`config.mk`:
```
export PLATFORM = sky130hd
export DESIGN_NAME = div_iter_unit
export DESIGN_NICKNAME = d
export VERILOG_FILES = /design/src/rtl/div_iter_unit.sv
export SDC_FILE = /design/constraint.sdc
export NUM_CORES = 1
export LEC_CHECK = 0
export CAP_MARGIN = 25
export CORE_MARGIN = 2
export CORE_UTILIZATION = 38
export CTS_BUF_LIST = sky130_fd_sc_hd__clkbuf_4 sky130_fd_sc_hd__clkbuf_8 sky130_fd_sc_hd__clkbuf_16
export CTS_CLUSTER_SIZE = 25
export DETAILED_ROUTE_END_ITERATION = 8
export SYNTH_ARGS = -nofsm -noshare
export SYNTH_HDL_FRONTEND = slang
export SYNTH_SLANG_ARGS = --single-unit
```
`constraint.sdc`:
```
create_clock -name clk -period 6.01 [get_ports clk]
set_input_delay 1.202 -clock clk [delete_from_list [all_inputs] [get_ports clk]]
set_output_delay 1.202 -clock clk [all_outputs]
set_load 0.02 [all_outputs]
```
`src/rtl/div_iter_unit.sv`:
```
// ============================================================================
// Module   : div_iter_unit
// Brief    : Multi-cycle radix-2 restoring 32-bit divider for the execute
//            stage. Drives the divide stall and presents HI/LO results.
//            Optional macro DIV_ZERO_FAST_EN: divide-by-zero skips iteration.
// Revision : 1.0 - initial release
// ============================================================================
`default_nettype none

module div_iter_unit #(
    parameter int WIDTH = 32,
    parameter int CNT_W = 6
) (
    input  logic             clk,
    input  logic             resetn,
    input  logic             start,
    input  logic             signed_div,
    input  logic [WIDTH-1:0] a,
    input  logic [WIDTH-1:0] b,
    input  logic             pipe_stall,
    input  logic             flush,
    output logic             div_stall,
    output logic             result_valid,
    output logic [WIDTH-1:0] hi,
    output logic [WIDTH-1:0] lo
);

    localparam logic [1:0]       c_IDLE     = 2'd0;
    localparam logic [1:0]       c_BUSY     = 2'd1;
    localparam logic [1:0]       c_DONE     = 2'd2;
    localparam logic [CNT_W-1:0] c_LAST_CNT = CNT_W'(WIDTH - 1);
    localparam logic [CNT_W-1:0] c_CNT_ONE  = CNT_W'(1);

    logic [1:0]       r_state;
    logic [1:0]       w_nextState;
    logic [CNT_W-1:0] r_cnt;
    logic [WIDTH-1:0] r_rem;
    logic [WIDTH-1:0] r_quo;
    logic [WIDTH-1:0] r_divisor;
    logic             r_quoNeg;
    logic             r_remNeg;
    logic [WIDTH-1:0] r_hi;
    logic [WIDTH-1:0] r_lo;

    logic             w_load;
    logic             w_step;
    logic             w_divStall;
    logic             w_resultValid;

    logic             w_aNegIn;
    logic             w_bNegIn;
    logic             w_quoNegIn;
    logic [WIDTH-1:0] w_absA;
    logic [WIDTH-1:0] w_absB;

    logic [WIDTH:0]   w_shift;
    logic [WIDTH:0]   w_diff;
    logic [WIDTH-1:0] w_remNext;
    logic [WIDTH-1:0] w_quoNext;

`ifdef DIV_ZERO_FAST_EN
    localparam logic [WIDTH-1:0] c_ONES = '1;
    logic w_bZero;
    assign w_bZero = (b == '0);
`endif

    // Operand magnitudes and result signs, captured once at issue
    assign w_aNegIn   = signed_div & a[WIDTH-1];
    assign w_bNegIn   = signed_div & b[WIDTH-1];
    assign w_quoNegIn = (a[WIDTH-1] ^ b[WIDTH-1]) & signed_div;
    assign w_absA     = w_aNegIn ? -a : a;
    assign w_absB     = w_bNegIn ? -b : b;

    // Restoring step: the dividend shifts out of r_quo as quotient bits shift in
    assign w_shift   = {r_rem, r_quo[WIDTH-1]};
    assign w_diff    = w_shift - {1'b0, r_divisor};
    assign w_remNext = w_diff[WIDTH] ? w_shift[WIDTH-1:0] : w_diff[WIDTH-1:0];
    assign w_quoNext = {r_quo[WIDTH-2:0], ~w_diff[WIDTH]};

    always_ff @(posedge clk) begin
        if (!resetn) begin
            r_state <= c_IDLE;
        end else begin
            r_state <= w_nextState;
        end
    end

    always_comb begin
        w_nextState   = r_state;
        w_divStall    = 1'b0;
        w_resultValid = 1'b0;
        w_load        = 1'b0;
        w_step        = 1'b0;
        case (r_state)
            c_IDLE: begin
                if (start) begin
                    w_divStall = 1'b1;
                    w_load     = 1'b1;
`ifdef DIV_ZERO_FAST_EN
                    w_nextState = w_bZero ? c_DONE : c_BUSY;
`else
                    w_nextState = c_BUSY;
`endif
                end
            end
            c_BUSY: begin
                w_divStall = 1'b1;
                w_step     = 1'b1;
                if (r_cnt == c_LAST_CNT) begin
                    w_nextState = c_DONE;
                end
            end
            c_DONE: begin
                w_resultValid = 1'b1;
                if (!pipe_stall) begin
                    w_nextState = c_IDLE;
                end
            end
            default: begin
                w_nextState = c_IDLE;
            end
        endcase
        // Flush must never be held off by the divider, and an annulled
        // divide must not touch HI/LO.
        if (flush) begin
            w_nextState   = c_IDLE;
            w_divStall    = 1'b0;
            w_resultValid = 1'b0;
            w_load        = 1'b0;
            w_step        = 1'b0;
        end
        if (!resetn) begin
            w_divStall    = 1'b0;
            w_resultValid = 1'b0;
        end
    end

    always_ff @(posedge clk) begin
        if (!resetn) begin
            r_cnt     <= '0;
            r_rem     <= '0;
            r_quo     <= '0;
            r_divisor <= '0;
            r_quoNeg  <= 1'b0;
            r_remNeg  <= 1'b0;
            r_hi      <= '0;
            r_lo      <= '0;
        end else if (w_load) begin
            r_cnt     <= '0;
            r_rem     <= '0;
            r_quo     <= w_absA;
            r_divisor <= w_absB;
            r_quoNeg  <= w_quoNegIn;
            r_remNeg  <= w_aNegIn;
`ifdef DIV_ZERO_FAST_EN
            if (w_bZero) begin
                r_lo <= w_quoNegIn ? -c_ONES : c_ONES;
                r_hi <= a;
            end
`endif
        end else if (w_step) begin
            r_cnt <= r_cnt + c_CNT_ONE;
            r_rem <= w_remNext;
            r_quo <= w_quoNext;
            if (r_cnt == c_LAST_CNT) begin
                r_lo <= r_quoNeg ? -w_quoNext : w_quoNext;
                r_hi <= r_remNeg ? -w_remNext : w_remNext;
            end
        end
    end

    assign div_stall    = w_divStall;
    assign result_valid = w_resultValid;
    assign hi           = r_hi;
    assign lo           = r_lo;

endmodule

`default_nettype wire

```
---- After elaboration in Yosys (flattened, before gate mapping) ----
Cells that the tools add are included.
operators by class
  add/subtract/negate cells ............... 6
  eq/ne operators ......................... 6
  muxes and demuxes ....................... 22
  bitwise gates (word level) .............. 7
  reductions and logical operators ........ 6
operators with widths
  kind                 number
  $mux 32              7
  $neg 32->32          4
  $sub 33x32->33       1
  $mux 1               10
  $add 6x1->6 const B  1
  $eq 6x5->1 const B   1
  $mux 2               3
  $ne 2x2->1 const B   3
  $pmux 2 s3           1
  $reduce_and 3->1     2
  $reduce_or 2->1      2
  $and 1x1->1          3
  $not 1->1            3
  $eq 2x1->1 const B   1
  $eq 2x2->1 const B   1
  $logic_not 2->1      1
  $pmux 1 s2           1
  $reduce_bool 2->1    1
  $xor 1x1->1          1
word-level totals
  bits in registers ....................... 170
  input bits .............................. 70

---- Logic depth before layout (Yosys ltp) ----
  depth in word-level cells ............... 5
  gate-level depth with buffers ........... 22
  gate-level depth less buffers ........... 20

---- Worst setup path after synthesis ----
No wires, ideal clock.
  path kind ............................... reg2reg
  start ................................... reg r_quo[31]
  end ..................................... reg r_hi[30] (netlist: hi[30])
  library setup time ...................... 0.120 ns
  arrival time ............................ 4.622 ns
  required time ........................... 5.890 ns
  path slack .............................. 1.268 ns
  stages on the path, launching flop included .. 21
  cells stage by stage .................... dfxtp_1 -> inv_1 -> ha_1 -> inv_1 -> fa_1 -> a211oi_2 -> o211ai_1 -> a2111o_1 -> nand4_1 -> o211a_4 -> buf_4 -> buf_2 -> buf_1 -> mux2i_1 -> ha_1 -> nand4_1 -> mux2i_1 -> o2111ai_1 -> nor3_1 -> nor3_1 -> o31a_1
between the ends
  cells in the longest elaborated chain, start to end .. 4
RTL lines
  item                    RTL line  text
  start, declared         38        logic [WIDTH-1:0] r_quo;
  start signal, assigned  151       r_quo <= w_absA;
  start signal, assigned  164       r_quo <= w_quoNext;
  $sub 33x32->33          76        assign w_diff = w_shift - {1'b0, r_divisor};
  $mux 32 *               77        assign w_remNext = w_diff[WIDTH] ? w_shift[WIDTH-1:0] : w_diff[WIDTH-1:0];
  $neg 32->32             167       r_hi <= r_remNeg ? -w_remNext : w_remNext;
  $mux 32 *               167
  end signal, assigned    167
  end, declared           42        logic [WIDTH-1:0] r_hi;
Mark *: on every way between the ends. The rest lies on a longest branch, timed or not.
A chain may end at the register's enable or synchronous reset.

---- Final worst setup path ----
Same ends and word-level chain as after synthesis.

==> results.py <==
metrics = {
    "status": {
        "status": "complete, no violations",
    },
    "pwr": {
        "switching_power_mw": 1.24,
        "p_leak_nw": 4.91,
        "p_int_mw": 2.13,
        "peakVddDrop_mv": 0.211,
        "sw_frac_of_total": 0.367,
        "p_per_area_mw_per_mm2": 243,
        "comb_power_share": 0.310,
        "clkPwrFrac": 0.334,
        "power.total_mw": 3.37,
        "seqPwrFrac": 0.356,
    },
    "cells_and_area": {
        "fin_nets": 1696,
        "diodes": 0,
        "drive_above_1_share": 0.0500,
        "mostFrequentLayoutCell": "nor2_1",
        "syn_to_final_growth_pct": 19.3,
        "final_cell_mix": "nor2_1, dfxtp_1, nand2_1, clkdlybuf4s50_1, a21oi_1",
    },
    "die": {
        "die_h_um": 179,
        "io_pins": 136,
        "rows": 64,
        "floorplan.initialDensity": 0.383,
        "dieArea_sq_mm": 0.0320,
        "die_w_um": 179,
        "core_sq_mm": 0.0303,
    },
    "timing": {
        "clock.fmax_mhz": 200,
        "rsz0062_at_grt": "no",
        "skew_ns": 0.0119,
        "slew_headroom": 0.339,
        "worst_pin_slew_ns": 0.979,
        "final_hold_viol_count": 0,
        "layout_min_cycle_time_ns": 4.99,
        "slew_violations": 0,
        "timing.final.crit_share": 0.830,
        "tns_ns": 0,
        "finalSetupViolations": 0,
    },
    "critical_path": {
        "worstSetupPathType": "reg2reg",
        "cp.required_ns": 6.35,
        "worstSetupStartpointType": "flip-flop",
        "crit_arrival_ns": 5.33,
        "endpoint_kind": "flip-flop",
        "crit_fanout": 6,
    },
    "route": {
        "num_vias": 11600,
        "ant_nets": 0,
        "drtIter0Drc": 982,
        "dr.pass1.iters": 6,
        "viasPerCell": 5.81,
        "wire_per_inst_um": 18.9,
        "wirelength_mm": 37.8,
        "drc": 0,
    },
    "global_routing": {
        "overflow": 0,
        "antenna_found_initial": 1,
        "grt_max_degree": 98,
        "grt_pass1_vias": 10800,
        "grt_pass1_wl_mm": 59.2,
        "grt_usage": 0.236,
    },
    "clocking": {
        "cts_resized": 0,
        "clk_latency_ns": 0.45,
        "root_buffer": "clkbuf_16",
        "tritoncts": "built",
        "ctsHoldBuffers": 0,
        "path_clk_slew_ns": 0.07,
        "h-tree-depth": 4,
        "clk_path_buf_depth": 2,
        "cts.sinks": 170,
        "cts_inserted_buffers": 17,
        "post_cts_buffers": 0,
    },
    "logic_synthesis": {
        "syn_area_sq_mm": 0.0116,
        "synth_cell_types": 81,
        "synth_edf_count": 0,
        "postSynth.asyncResetShare": 0,
        "yosys.area.top_type": "dfxtp_1",
        "synth_fp_nets": 1618,
        "ys.flop_type": "dfxtp_1",
        "synthCells": 1510,
        "synthTopCellsByArea": "dfxtp_1, nor2_1, a211oi_1",
        "synth_seq_cells": 170,
        "synth_top_area_share": 0.293,
        "yosysWarnings": 0,
        "syn_avg_cell_area_sq_um": 7.71,
        "ys_seq_area_frac": 0.293,
    },
    "place": {
        "gp_congestion": 0.942,
        "port_buffers": 135,
        "dpl.hpwl_mm": 28.1,
    },
    "job": {
        "maxCapViolations": 0,
    },
    "hold_path": {
        "min_path_type": "reg2reg",
    },
}
[logic make-up (layout without fill, tap and decap cells)]
| family | Yosys count | count (layout) | synth area share |
|---|---|---|---|
| compound gates | 445 | 445 | 0.269 |
| xor+xnor | 123 | 123 | 0.0926 |
| fa+ha+maj | 38 | 38 | 0.0415 |
| buf+inv | 151 | 242 | 0.0508 |
| flops | 170 | 170 | 0.293 |
| mux | 36 | 36 | 0.0314 |
| simple gates | 547 | 547 | 0.223 |
[metrics by stage]
step	hold WS (ns)	instance area (sq um)	util	setup WS, ns	instances
detailed placement	0.446	13300	0.437	1.20	1963
floorplan	0.436	11600	-	1.27	1510
finish	0.455	13900	0.457	1.02	1997
global route	0.480	13900	0.457	0.604	1997
CTS	0.455	13900	0.456	1.14	1995
global placement	0.442	13300	0.437	1.30	1963
[power by group through the flow]
stage	logic, mW	registers, mW	clock network [mW]
after floorplan	0.730	1.21	0
after global placement	1.02	1.22	0
after detailed placement	1.02	1.23	0
after CTS	1.03	1.20	1.15
after global routing	1.14	1.20	1.19
final	1.04	1.20	1.13
[sequential cells by signal (all words and copies together) (netlist names)]
register   flops
r_remNeg       1
r_quoNeg       1
r_cnt          6
lo            32
r_state        2
r_quo         32
hi            32
r_rem         32
r_divisor     32
[layer usage]
layer / routed length (um) / track usage
met3: 2010 / 0.0363
met1: 17600 / 0.327
met4: 989 / 0.0799
met2: 17200 / 0.373
met5: 0 / 0
[cell usage after synthesis (all sizes together) (16+ instances only)]
cell type    n
or3         28
a222oi      32
o31ai       26
inv         57
xor2        74
nand3       32
o21ai       78
buf         19
ha          37
o41ai       16
nor4        20
nor3        46
a21oi       97
a211oi      90
xnor2       49
nor2       188
dfxtp      170
mux2i       32
and2        17
nand2      139
or4         18
nand4       19
clkbuf      74
[worst paths after layout]
path	start	to	slack [ns]	depth (start not counted)
setup reg to reg	r_quo[31]$_SDFFE_PN0P_	hi[30]$_SDFFE_PN0P_	1.02	19
setup / recovery	r_quo[31]$_SDFFE_PN0P_	hi[30]$_SDFFE_PN0P_	1.02	19
hold / removal	hi[3]$_SDFFE_PN0P_	hi[3]$_SDFFE_PN0P_	0.45	2
hold reg to reg	hi[3]$_SDFFE_PN0P_	hi[3]$_SDFFE_PN0P_	0.45	2
[worst max-delay path, cell delays in order, from the launching register on]
cell and delay (ns):
dfxtp_1 0.34, inv_1 0.09, ha_1 0.16, inv_1 0.06
fa_1 0.44, a211oi_2 0.27, o211ai_1 0.20, a2111o_1 0.45
and3_1 0.18, o211a_4 0.28, inv_2 0.11, o21ai_0 0.13
inv_1 0.08, ha_1 0.18, nand4_1 0.12, mux2i_1 0.41
o2111ai_1 0.34, nor3_1 0.62, nor3_1 0.09, o31a_1 0.31
[area by class of cell]
class | count | area [sq um]
well taps | 396 | 495
clock buffers | 17 | 425
fillers | 3019 | 16500
repair buffers | 152 | 1520
inverters | 58 | 219
flip-flops and latches | 170 | 3400
multi-input cells | 1189 | 7660
clock inverters | 15 | 163
(Power assumes the default switching activity.)
